### config.mk
export PLATFORM = sky130hd
export DESIGN_NAME = ea_mem_unit
export DESIGN_NICKNAME = d
export VERILOG_FILES = /design/src/rtl/ea_mem_unit.sv
export SDC_FILE = /design/constraint.sdc
export NUM_CORES = 1
export LEC_CHECK = 0
export BUFFER_PORTS_ARGS = -buffer_cell sky130_fd_sc_hd__buf_2
export CORE_AREA = 4 4 159 161
export CTS_CLUSTER_DIAMETER = 120
export CTS_CLUSTER_SIZE = 24
export DETAILED_ROUTE_END_ITERATION = 10
export DIE_AREA = 0 0 163 165
export PLACE_DENSITY = 0.54
export SYNTH_ARGS = -nofsm -noshare
export SYNTH_HDL_FRONTEND = slang
export SYNTH_SLANG_ARGS = --single-unit
### constraint.sdc
create_clock -name Clk -period 3.1 [get_ports Clk]
set_input_delay 0.465 -clock Clk [delete_from_list [all_inputs] [get_ports Clk]]
set_output_delay 0.465 -clock Clk [all_outputs]
set_load 0.02 [all_outputs]
### src/rtl/ea_mem_unit.sv
// LC-3 effective-address adder and LEA/LD/LDI/ST/STI memory sequencer.
// Every output is a flop, so strobes and status change only on clock edges or reset.
module ea_mem_unit #(
  parameter int unsigned MEM_TIMEOUT = 255
) (
  input  logic        Clk,
  input  logic        Reset_n,
  input  logic        start,
  input  logic [2:0]  op,
  input  logic        addr1_sel,
  input  logic [15:0] pc,
  input  logic [15:0] base_r,
  input  logic [15:0] addr2_off,
  input  logic [15:0] st_data,
  output logic [15:0] mem_addr,
  output logic [15:0] mem_wdata,
  output logic        mem_rd,
  output logic        mem_wr,
  input  logic [15:0] mem_rdata,
  input  logic        mem_ready,
  output logic        busy,
  output logic        done,
  output logic [15:0] ea,
  output logic [15:0] ld_data,
  output logic        err
);

  typedef enum logic [2:0] {
    S_IDLE,
    S_CALC,
    S_RD1,
    S_RD2,
    S_WR,
    S_DONE
  } state_t;

  localparam logic [2:0] OP_LEA = 3'b000;
  localparam logic [2:0] OP_LD  = 3'b001;
  localparam logic [2:0] OP_LDI = 3'b010;
  localparam logic [2:0] OP_ST  = 3'b011;
  localparam logic [2:0] OP_STI = 3'b100;

  localparam logic [7:0] TMO_LIMIT = 8'(MEM_TIMEOUT);
  localparam bit         TMO_EN    = (MEM_TIMEOUT != 0);

  state_t      state_q, state_d;
  logic [2:0]  op_q, op_d;
  logic [15:0] base_q, base_d;
  logic [15:0] off_q, off_d;
  logic [15:0] sdata_q, sdata_d;
  logic [15:0] ea_q, ea_d;
  logic [15:0] ld_q, ld_d;
  logic        err_q, err_d;
  logic [15:0] addr_q, addr_d;
  logic [15:0] wdata_q, wdata_d;
  logic        rd_q, rd_d;
  logic        wr_q, wr_d;
  logic        busy_q, busy_d;
  logic        done_q, done_d;
  logic [7:0]  cnt_q, cnt_d;

  logic [15:0] sum;
  logic [7:0]  cnt_inc;
  logic        waiting;
  logic        tmo_hit;

  assign sum     = base_q + off_q;
  assign cnt_inc = cnt_q + 8'd1;
  // A cycle only counts toward the timeout while a strobe is actually out.
  assign waiting = (rd_q | wr_q) & ~mem_ready;
  assign tmo_hit = TMO_EN && waiting && (cnt_inc == TMO_LIMIT);

  always_comb begin
    state_d = state_q;
    op_d    = op_q;
    base_d  = base_q;
    off_d   = off_q;
    sdata_d = sdata_q;
    ea_d    = ea_q;
    ld_d    = ld_q;
    err_d   = err_q;
    addr_d  = addr_q;
    wdata_d = wdata_q;
    rd_d    = rd_q;
    wr_d    = wr_q;
    cnt_d   = cnt_q;

    case (state_q)
      S_IDLE: begin
        if (start) begin
          state_d = S_CALC;
          op_d    = op;
          base_d  = addr1_sel ? base_r : pc;
          off_d   = addr2_off;
          sdata_d = st_data;
          err_d   = 1'b0;
        end
      end

      S_CALC: begin
        ea_d  = sum;
        cnt_d = 8'd0;
        case (op_q)
          OP_LEA: state_d = S_DONE;
          OP_LD, OP_LDI, OP_STI: begin
            addr_d  = sum;
            rd_d    = 1'b1;
            state_d = S_RD1;
          end
          OP_ST: begin
            addr_d  = sum;
            wdata_d = sdata_q;
            wr_d    = 1'b1;
            state_d = S_WR;
          end
          default: begin
            err_d   = 1'b1;
            state_d = S_DONE;
          end
        endcase
      end

      S_RD1: begin
        if (rd_q && mem_ready) begin
          rd_d  = 1'b0;
          cnt_d = 8'd0;
          case (op_q)
            OP_LD: begin
              ld_d    = mem_rdata;
              state_d = S_DONE;
            end
            OP_LDI: begin
              addr_d  = mem_rdata;
              state_d = S_RD2;
            end
            default: begin
              addr_d  = mem_rdata;
              wdata_d = sdata_q;
              state_d = S_WR;
            end
          endcase
        end else if (tmo_hit) begin
          rd_d    = 1'b0;
          err_d   = 1'b1;
          state_d = S_DONE;
        end else if (waiting) begin
          cnt_d = cnt_inc;
        end
      end

      S_RD2: begin
        // Entered with the strobe low; the first cycle here is the gap cycle.
        if (!rd_q) begin
          rd_d = 1'b1;
        end else if (mem_ready) begin
          rd_d    = 1'b0;
          ld_d    = mem_rdata;
          state_d = S_DONE;
        end else if (tmo_hit) begin
          rd_d    = 1'b0;
          err_d   = 1'b1;
          state_d = S_DONE;
        end else begin
          cnt_d = cnt_inc;
        end
      end

      S_WR: begin
        if (!wr_q) begin
          wr_d = 1'b1;
        end else if (mem_ready) begin
          wr_d    = 1'b0;
          state_d = S_DONE;
        end else if (tmo_hit) begin
          wr_d    = 1'b0;
          err_d   = 1'b1;
          state_d = S_DONE;
        end else begin
          cnt_d = cnt_inc;
        end
      end

      S_DONE: state_d = S_IDLE;

      default: state_d = S_IDLE;
    endcase

    busy_d = (state_d == S_CALC) || (state_d == S_RD1) ||
             (state_d == S_RD2)  || (state_d == S_WR);
    done_d = (state_d == S_DONE);
  end

  always_ff @(posedge Clk or negedge Reset_n) begin
    if (!Reset_n) begin
      state_q <= S_IDLE;
      op_q    <= 3'd0;
      base_q  <= 16'd0;
      off_q   <= 16'd0;
      sdata_q <= 16'd0;
      ea_q    <= 16'd0;
      ld_q    <= 16'd0;
      err_q   <= 1'b0;
      addr_q  <= 16'd0;
      wdata_q <= 16'd0;
      rd_q    <= 1'b0;
      wr_q    <= 1'b0;
      busy_q  <= 1'b0;
      done_q  <= 1'b0;
      cnt_q   <= 8'd0;
    end else begin
      state_q <= state_d;
      op_q    <= op_d;
      base_q  <= base_d;
      off_q   <= off_d;
      sdata_q <= sdata_d;
      ea_q    <= ea_d;
      ld_q    <= ld_d;
      err_q   <= err_d;
      addr_q  <= addr_d;
      wdata_q <= wdata_d;
      rd_q    <= rd_d;
      wr_q    <= wr_d;
      busy_q  <= busy_d;
      done_q  <= done_d;
      cnt_q   <= cnt_d;
    end
  end

  assign mem_addr  = addr_q;
  assign mem_wdata = wdata_q;
  assign mem_rd    = rd_q;
  assign mem_wr    = wr_q;
  assign busy      = busy_q;
  assign done      = done_q;
  assign ea        = ea_q;
  assign ld_data   = ld_q;
  assign err       = err_q;

endmodule

==> results of run 1 <==
==> cells in the mapped netlist, types with 4 or more instances <==
master / n
xnor2_1: 6
mux2i_1: 16
nand2_1: 51
o21ai_1: 4
a21oi_1: 41
nor2_1: 61
o21ai_0: 25
buf_2: 8
mux2_4: 10
a211oi_1: 4
nor2b_1: 10
dfrtp_1: 131
o21a_1: 8
ha_1: 17
clkbuf_1: 20
o31ai_1: 12
inv_1: 13
mux2_2: 56
nand2b_1: 7
a21o_1: 9
nor3_1: 10
a31oi_1: 12
nand3_1: 16
==> power groups by stage <==
stage | registers, mW | clock network, mW | logic [mW]
3_5_place_dp | 3.19 | 0 | 5.36
6_report | 3.14 | 2.13 | 5.31
2_1_floorplan | 3.49 | 0 | 3.40
5_1_grt | 3.27 | 2.28 | 5.93
4_1_cts | 3.16 | 2.20 | 5.38
3_3_place_gp | 3.16 | 0 | 5.31
==> how the worst max path moves through the flow <==
stage | slack [ns] | endpoint | depth (start not counted) | start
floorplan | 0.88 | mem_wdata[10]$_DFFE_PN0P_ | 8 | cnt_q[0]$_DFFE_PN0P_
global placement | 0.58 | mem_wdata[15]$_DFFE_PN0P_ | 6 | state_q[0]$_DFF_PN0_
detailed placement | 0.57 | mem_wdata[13]$_DFFE_PN0P_ | 6 | state_q[0]$_DFF_PN0_
CTS | 0.54 | mem_wdata[15]$_DFFE_PN0P_ | 6 | state_q[0]$_DFF_PN0_
global route | 0.32 | mem_wdata[1]$_DFFE_PN0P_ | 7 | cnt_q[1]$_DFFE_PN0P_
finish | 0.50 | mem_wdata[15]$_DFFE_PN0P_ | 6 | state_q[0]$_DFF_PN0_
==> registers in the layout, summed over array words and instances, names as in the netlist <==
signal	flops
base_q	16
busy	1
cnt_q	8
done	1
ea	16
err	1
ld_data	16
mem_addr	16
mem_rd	1
mem_wdata	16
mem_wr	1
off_q	16
op_q	3
sdata_q	16
state_q	3
==> cells by family (layout without fill, tap and decap cells) <==
family | Yosys count | count (layout) | share of synthesized area (%)
adders and majority gates | 18 | 18 | 3.550
DFF | 131 | 131 | 50.01
muxes | 82 | 82 | 14.35
and+or+nand+nor | 182 | 182 | 13.21
buffers and inverters | 44 | 209 | 2.787
xor gates and xnor gates | 9 | 9 | 1.203
AOI/OAI and AO/OA | 147 | 147 | 14.89
==> area by class of cell <==
type | count | area [sq um] | share of cell area [%]
clock buffers | 17 | 425.4 | 5.103
flip-flops and latches | 131 | 3278 | 39.32
inverters | 13 | 48.80 | 0.5853
clock inverters | 15 | 196.4 | 2.356
well taps | 324 | 405.4 | 4.863
repair buffers | 164 | 872.1 | 10.46
multi-input cells | 438 | 3110 | 37.31
==> stage by stage <==
stage	area [sq um]	cells	power (mW)
4_1_cts	8337	1102	10.75
3_3_place_gp	7715	1070	8.473
6_report	8337	1102	10.58
2_1_floorplan	6555	613	6.896
5_1_grt	8337	1102	11.48
3_5_place_dp	7715	1070	8.545
==> metal layers <==
layer,track usage [%],vias up,part of all wire [%]
met5,0,-,0
met4,4.994,0,2.0
met3,2.795,18,4.8
met2,19.91,152,45
met1,18.81,2435,48
li1,-,2525,-
==> flow_summary.yaml, run 1 <==
final_layout:
  n_antenna_cell: 0
  num-fill-cells: 2460
  drive_above_1_share_pct: 35.22
  fin_nets: 871
  syn2layout_area_growth_pct: 27.18
  layout_common_cells: "buf_2, dfrtp_1, nor2_1"
  layout_commonest_cell: "buf_2"
  fin_util_pct: 34.79
sta:
  post-route-min-period_ns: 2.599
  finalWorstSetupSlack_ns: 0.5009
  worst_pin_slew_ns: 0.9261
  hold_viol: 0
  fmax_ghz: 0.3847
  rsz0062_at_grt: "no"
  period_share_pct: 83.84
  drv_slew: 0
  relSlewSlack_pct: 38.26
  clock_skew_ns: 0.01234
  setup_tns_ns: 0
  finalSetupViolCount: 0
  holdWs_ns: 0.02217
grt:
  grt_pass1_vias: 5118
  gr-total-overflow: 0
  antenna_found_initial: 0
  grt_usage_pct: 13.26
  grt_pass1_wl_um: 28030
  grt_max_degree: 69
worst_setup_path:
  end_kind: "flip-flop"
  worstPathCellList: "nor2_1 > or4_1 > nand2_1 > a31oi_1 > nand3b_4 > mux2_4"
  path_buf_inv: 0
  reg2reg_to: "mem_wdata[15]$_DFFE_PN0P_"
  worstPathRequired_ns: 3.41
  start_kind: "flip-flop"
  worst-r2r-cell-count: 6
  r2r_setup_slack_ns: 0.50
  r2r_start: "state_q[0]$_DFF_PN0_"
  slowest_delay_ns: 0.70
  path_max_fanout: 17
  criticalPathCategory: "reg2reg"
  worstPathArrival_ns: 2.91
  cpLargestDelayFamily: "simple AND/OR/NAND/NOR gates"
  critPathSlowestCell: "dfrtp_1"
pwr:
  pwr-share-clk_pct: 20.1
  p_int_mw: 6.072
  switching_share_pct: 42.62
  power_switching_mw: 4.510
  seqPwrFrac_pct: 29.7
  p_per_area_nw_per_um2: 1269
  leakagePower_nw: 3.832
  ir_worst_vdd_mv: 0.3404
  pwr-share-comb_pct: 50.2
synth:
  yosysWarnings: 0
  yosysSeqAreaShare_pct: 50.01
  synth-seq-cells: 131
  synth_nets: 719
  yosysTopAreaCell: "dfrtp_1"
  synthFlopType: "dfrtp_1"
  synth_top_area_share_pct: 50.01
  syn_avg_cell_area_sq_um: 10.69
  synth_area_leaders: "dfrtp_1, mux2_2, nor2_1"
  synthArstFlopShare_pct: 100.0
  synth_edf_count: 0
  ys_types: 61
  syn_inst: 613
  synth_area_sq_um: 6555
clock_network:
  cts_sinks: 131
  clkSlewWorstSetupHoldPaths_ns: 0.07
  clk_path_buf_depth: 2
  cts_root_buffer: "clkbuf_16"
  cts_resized: 0
  worst_skew_pair.late_latency_ns: 0.42
  cts-buffers-inserted: 17
  cts-htree-levels: 4
  postCtsSetupRepairBufs: 0
  cts_tree: "done"
  postCtsHoldBufs: 0
status:
  status: "completed"
floorplanning:
  dieHeight_um: 165
  start_util_pct: 27.35
  pin_count: 157
  die_width_um: 163
  dieArea_sq_um: 26900
  rows: 57
  core_area_sq_um: 23960
drt:
  routed_wirelength_um: 17380
  dr_total_vias: 5130
  wl_per_cell_um: 15.77
  first_pass_iters: 5
  drt_iter0_drc: 429
  viasPerCell: 4.655
  drc: 0
  ant_nets: 0
placed_design:
  io_buffer_count: 156
  hpwlAfterDp_um: 12820
  pre_cts_ws_ns: 0.5747
  gp_congestion: 0.8512
job:
  cap_violations: 0
hold_path:
  hp-class: "in2async"
Note: power is estimated with default switching activity, not from simulation.
==> inputs of run 2 (changes only) <==
- clock period: 3.1 -> 2.4 ns (I/O delays scaled with it)
==> run 2 against run 1 <==
Worst setup slack worse by 0.38 ns. Critical path type unchanged. Final cell count up 2.0%. Routed wire length up 1.9%.
==> flow_summary.yaml, run 2 (synthesized netlist as in run 1, its figures left out) <==
status:
  status: "completed"
placed_design:
  gp_congestion: 0.9354
  placed_cell_area_sq_um: 7870
  io_buffer_count: 156
  hpwlAfterDp_um: 13150
  pre_cts_ws_ns: 0.01573
  dp.cells: 1089
floorplanning:
  start_util_pct: 27.35
  dieHeight_um: 165
  pin_count: 157
  core_area_sq_um: 23960
  die_width_um: 163
  rows: 57
  dieArea_sq_um: 26900
grt:
  gr-total-overflow: 0
  antenna_found_initial: 1
  grt_max_degree: 69
  grt_pass1_vias: 5129
  top_usage_layer: "met2"
  met1_usage_pct: 19.01
  grt_pass1_wl_um: 28170
  met2_usage_pct: 19.72
  grt_usage_pct: 13.30
  use_met3_pct: 2.995
clock_network:
  cts_root_buffer: "clkbuf_16"
  cts-buffers-inserted: 17
  clkSlewWorstSetupHoldPaths_ns: 0.06
  worst_skew_pair.late_latency_ns: 0.42
  cts_tree: "done"
  cts-htree-levels: 4
  cts_sinks: 131
  clk_path_buf_depth: 2
final_layout:
  syn2layout_area_growth_pct: 30.04
  fin_nets: 893
  n_antenna_cell: 0
  layout_commonest_cell: "buf_2"
  layout_common_cells: "buf_2, dfrtp_1, nor2_1"
  final_area_sq_um: 8524
  fin_util_pct: 35.57
  drive_above_1_share_pct: 37.63
  instances_no_fill: 1124
sta:
  fmax_ghz: 0.4380
  clock_skew_ns: 0.01038
  finalSetupViolCount: 0
  relSlewSlack_pct: 60.85
  post-route-min-period_ns: 2.283
  hold_viol: 0
  worst_pin_slew_ns: 0.5872
  period_share_pct: 95.13
  finalWorstSetupSlack_ns: 0.1170
  setup_tns_ns: 0
  holdWs_ns: 0.1647
  drv_slew: 0
  rsz0062_at_grt: "yes"
pwr:
  fin_total_pwr_mw: 13.82
  leakagePower_nw: 3.908
  ir_worst_vdd_mv: 0.6230
  p_per_area_nw_per_um2: 1621
worst_setup_path:
  start_kind: "flip-flop"
  worstPathArrival_ns: 2.58
  path_max_fanout: 7
  worstPathRequired_ns: 2.70
  criticalPathCategory: "reg2reg"
  end_kind: "flip-flop"
drt:
  drc: 0
  viasPerCell: 4.661
  ant_nets: 0
  routed_wirelength_um: 17710
  drt_iter0_drc: 540
  first_pass_iters: 5
  wl_per_cell_um: 15.76
  dr_total_vias: 5239
hold_path:
  hp-class: "in2reg"
job:
  cap_violations: 0
-- run 2: layer usage --
layer	vias up	routed length (um)	part of all wire [%]
met3	30	962	5.4
met2	183	7758	44
met5	-	7	0.040
met1	2459	8618	49
met4	2	364	2.1
li1	2565	-	-
-- run 2: report_power, final --
| group | leakage, nW | switching, mW | internal [mW] | total, mW |
|---|---|---|---|---|
| Sequential | 1.56 | 0.592 | 3.30 | 3.89 |
| Clock | 0.272 | 1.05 | 1.52 | 2.58 |
| Combinational | 2.07 | 4.21 | 3.14 | 7.36 |
| Total | 3.91 | 5.86 | 7.96 | 13.8 |
-- run 2: critical path: stages (launching register included) --
cell and delay (ns):
dfrtp_2 0.43, buf_4 0.15, and2_1 0.17, o32ai_2 0.26, o21ai_1 0.11, buf_4 0.17, or4_1 0.54, o211a_1 0.17
xor2_1 0.16
-- run 2: final cells by class --
class                      count  area, sq um
fill                        2489        15440
sequential                   131         3281
multi-input combinational    438         3138
timing repair buffer         186         1065
clock buffer                  20        466.7
tap                          324        405.4
clock inverter                12        120.1
inverter                      13        48.80
-- run 2: final timing paths --
| path | start | endpoint | slack, ns | cells past startpoint |
|---|---|---|---|---|
| max | cnt_q[0]$_DFFE_PN0P_ | busy$_DFF_PN0_ | 0.12 | 8 |
| min | st_data[12] | sdata_q[12]$_DFFE_PN0P_ | 0.16 | 2 |
| max reg2reg | cnt_q[0]$_DFFE_PN0P_ | busy$_DFF_PN0_ | 0.12 | 8 |
| min reg2reg | ea[5]$_DFFE_PN0P_ | ea[5]$_DFFE_PN0P_ | 0.47 | 2 |
| max in group asynchronous | Reset_n | off_q[15]$_DFFE_PN0P_ | 1.22 | 3 |
| min in group asynchronous | Reset_n | mem_wdata[6]$_DFFE_PN0P_ | 0.47 | 2 |
-- run 2: timing repair --
| item | in CTS | in global routing |
|---|---|---|
| pin swaps | 0 | 2 |
| hold endpoints to repair | 55 | 0 |
| setup buffers | 0 | 2 |
| gates resized for setup | 1 | 7 |
| endpoints found under the setup margin | 1 | 29 |
| hold buffers | 1 | 0 |
==> inputs of run 3 (changes only) <==
- TNS_END_PERCENT: default -> 100
- clock period: 2.4 -> 2.13 ns (I/O delays scaled with it)
==> run 3 against run 2 <==
Final cell count rose by 3.3%. Register-to-register slack got worse by 0.12 ns. Sequential power increased by 14%. Utilization is 2.2 points higher. Clock-buffer cell count fell by 2. Critical path depth up 1. Routed wire length is 3.4% higher. First-iteration DRC count shrank 49%. The run now ends with setup timing left. Clock power increased by 23%. Sequential share of layout area decreased by 2.2 points. Total power increased by 23%. Final area is 6.3% higher.
==> flow_summary.yaml, run 3 (synthesized netlist as in run 1, its figures left out) <==
status:
  status: "complete, but fails checks"
  violations: "setup timing"
sta:
  finalWorstSetupSlack_ns: -0.005090
  setup_tns_ns: -0.005090
  rsz0062_at_grt: "yes"
  clock_skew_ns: 0.008224
  drv_slew: 0
  post-route-min-period_ns: 2.135
  worst_pin_slew_ns: 0.5003
  relSlewSlack_pct: 66.65
  fmax_ghz: 0.4684
  finalSetupViolCount: 1
  hold_viol: 0
  period_share_pct: 100.2
floorplanning:
  die_width_um: 163
  dieHeight_um: 165
  start_util_pct: 27.35
  rows: 57
  dieArea_sq_um: 26900
  pin_count: 157
  core_area_sq_um: 23960
drt:
  drt_iter0_drc: 277
  ant_nets: 0
  drc: 0
  dr_total_vias: 5385
  first_pass_iters: 5
  wl_per_cell_um: 15.77
  viasPerCell: 4.638
  routed_wirelength_um: 18310
worst_setup_path:
  start_kind: "flip-flop"
  worstPathRequired_ns: 2.42
  path_max_fanout: 3
  r2r_start: "off_q[0]$_DFFE_PN0P_"
  criticalPathCategory: "reg2reg"
  crit_start: "off_q[0]$_DFFE_PN0P_"
  slowest_delay_ns: 0.38
  critPathSlowestCell: "dfrtp_1"
  worstPathCellList: "ha_2 > inv_2 > fa_2 > nor2b_2 > o31a_1 > o21ai_2 > a31oi_1 > xnor2_1 > o221ai_1"
  worstPathArrival_ns: 2.42
  end_kind: "flip-flop"
clock_network:
  cts-buffers-inserted: 17
  cts_sinks: 131
  cts_root_buffer: "clkbuf_16"
  worst_skew_pair.late_latency_ns: 0.42
  clkSlewWorstSetupHoldPaths_ns: 0.06
  cts_tree: "done"
  clk_path_buf_depth: 2
  cts-htree-levels: 4
final_layout:
  n_antenna_cell: 0
  drive_above_1_share_pct: 43.97
  layout_common_cells: "buf_2, dfrtp_1, nor2_1"
  layout_commonest_cell: "buf_2"
  fin_nets: 930
  syn2layout_area_growth_pct: 38.18
  final_area_sq_um: 9057
grt:
  grt_pass1_wl_um: 28250
  grt_usage_pct: 13.42
  antenna_found_initial: 2
  gr-total-overflow: 0
  grt_pass1_vias: 5179
  grt_max_degree: 69
placed_design:
  hpwlAfterDp_um: 13430
  placed_cell_area_sq_um: 8095
  io_buffer_count: 156
  pre_cts_ws_ns: -0.1083
  gp_congestion: 0.8433
job:
  cap_violations: 0
pwr:
  leakagePower_nw: 4.210
  p_per_area_nw_per_um2: 1875
  ir_worst_vdd_mv: 0.5565
  fin_total_pwr_mw: 16.98
hold_path:
  hp-class: "in2reg"
  hp-start: "addr2_off[11]"
[run 3: cell count changes in the layout (fill, tap and decap cells not counted), moves of 4 or more]
cell / delta
buf_4: +33
mux2_2: -6
mux2_4: +6
o21ai_0: -5
clkinvlp_4: -4
[run 3: report_power, final]
part           switching [mW]  internal, mW  total (mW)
Clock                    1.18          2.00        3.18
Combinational            5.05          4.33        9.37
Sequential              0.711          3.72        4.43
Total                    6.93          10.1        17.0
[run 3: final timing paths]
kind | to | depth (start not counted) | slack [ns]
min | off_q[11]$_DFFE_PN0P_ | 2 | 0.13
max | mem_addr[12]$_DFFE_PN0P_ | 9 | -0.005
max in group asynchronous | ea[7]$_DFFE_PN0P_ | 3 | 1.11
min in group asynchronous | sdata_q[6]$_DFFE_PN0P_ | 2 | 0.40
max reg2reg | mem_addr[12]$_DFFE_PN0P_ | 9 | -0.005
min reg2reg | ea[7]$_DFFE_PN0P_ | 2 | 0.48
[run 3: worst max-delay path: cells and delay by family, from the launching register on]
family                   cells  cell delay, ns
buffers and inverters        1            0.06
AND/OR/NAND/NOR              1            0.05
XOR/XNOR                     1            0.29
adder cells (fa/ha/maj)      2            0.41
flip-flops                   1            0.38
AO/OA/AOI/OAI                4            0.80
[run 3: cell type report]
cell class / count / area [sq um]
clock buffer: 18 / 439.2
clock inverter: 14 / 198.9
fill: 2444 / 14910
inverter: 13 / 48.80
multi-input combinational: 438 / 3297
sequential: 131 / 3283
tap: 324 / 405.4
timing repair buffer: 223 / 1385
[run 3: metal layers]
metal	share of wire, %	GRT usage [%]	routed length [um]	vias to the layer above
met1	49	19.58	9062	2574
met4	2.4	5.490	439	4
li1	-	-	-	2638
met5	0.11	0	21	-
met3	4.5	2.670	825	31
met2	43	19.40	7963	138
[run 3: what timing repair did]
action | 4_1_cts | 5_1_grt
cloned | 0 | 2
endpoints found under the hold margin | 44 | 0
setup buffers | 1 | 12
hold buffers | 1 | 0
resized for setup | 11 | 41
setup endpoints to repair | 24 | 36
pin swaps | 1 | 27
[run 3: stage by stage]
stage          utilization [%]  hold WS (ns)  std cells
6_report                 37.80        0.1260       1161
5_1_grt                  37.80        0.1142       1161
4_1_cts                  36.69        0.1072       1149
3_5_place_dp             33.78        0.3099       1115
3_3_place_gp             33.78        0.3091       1115
2_1_floorplan                -       0.02391        613
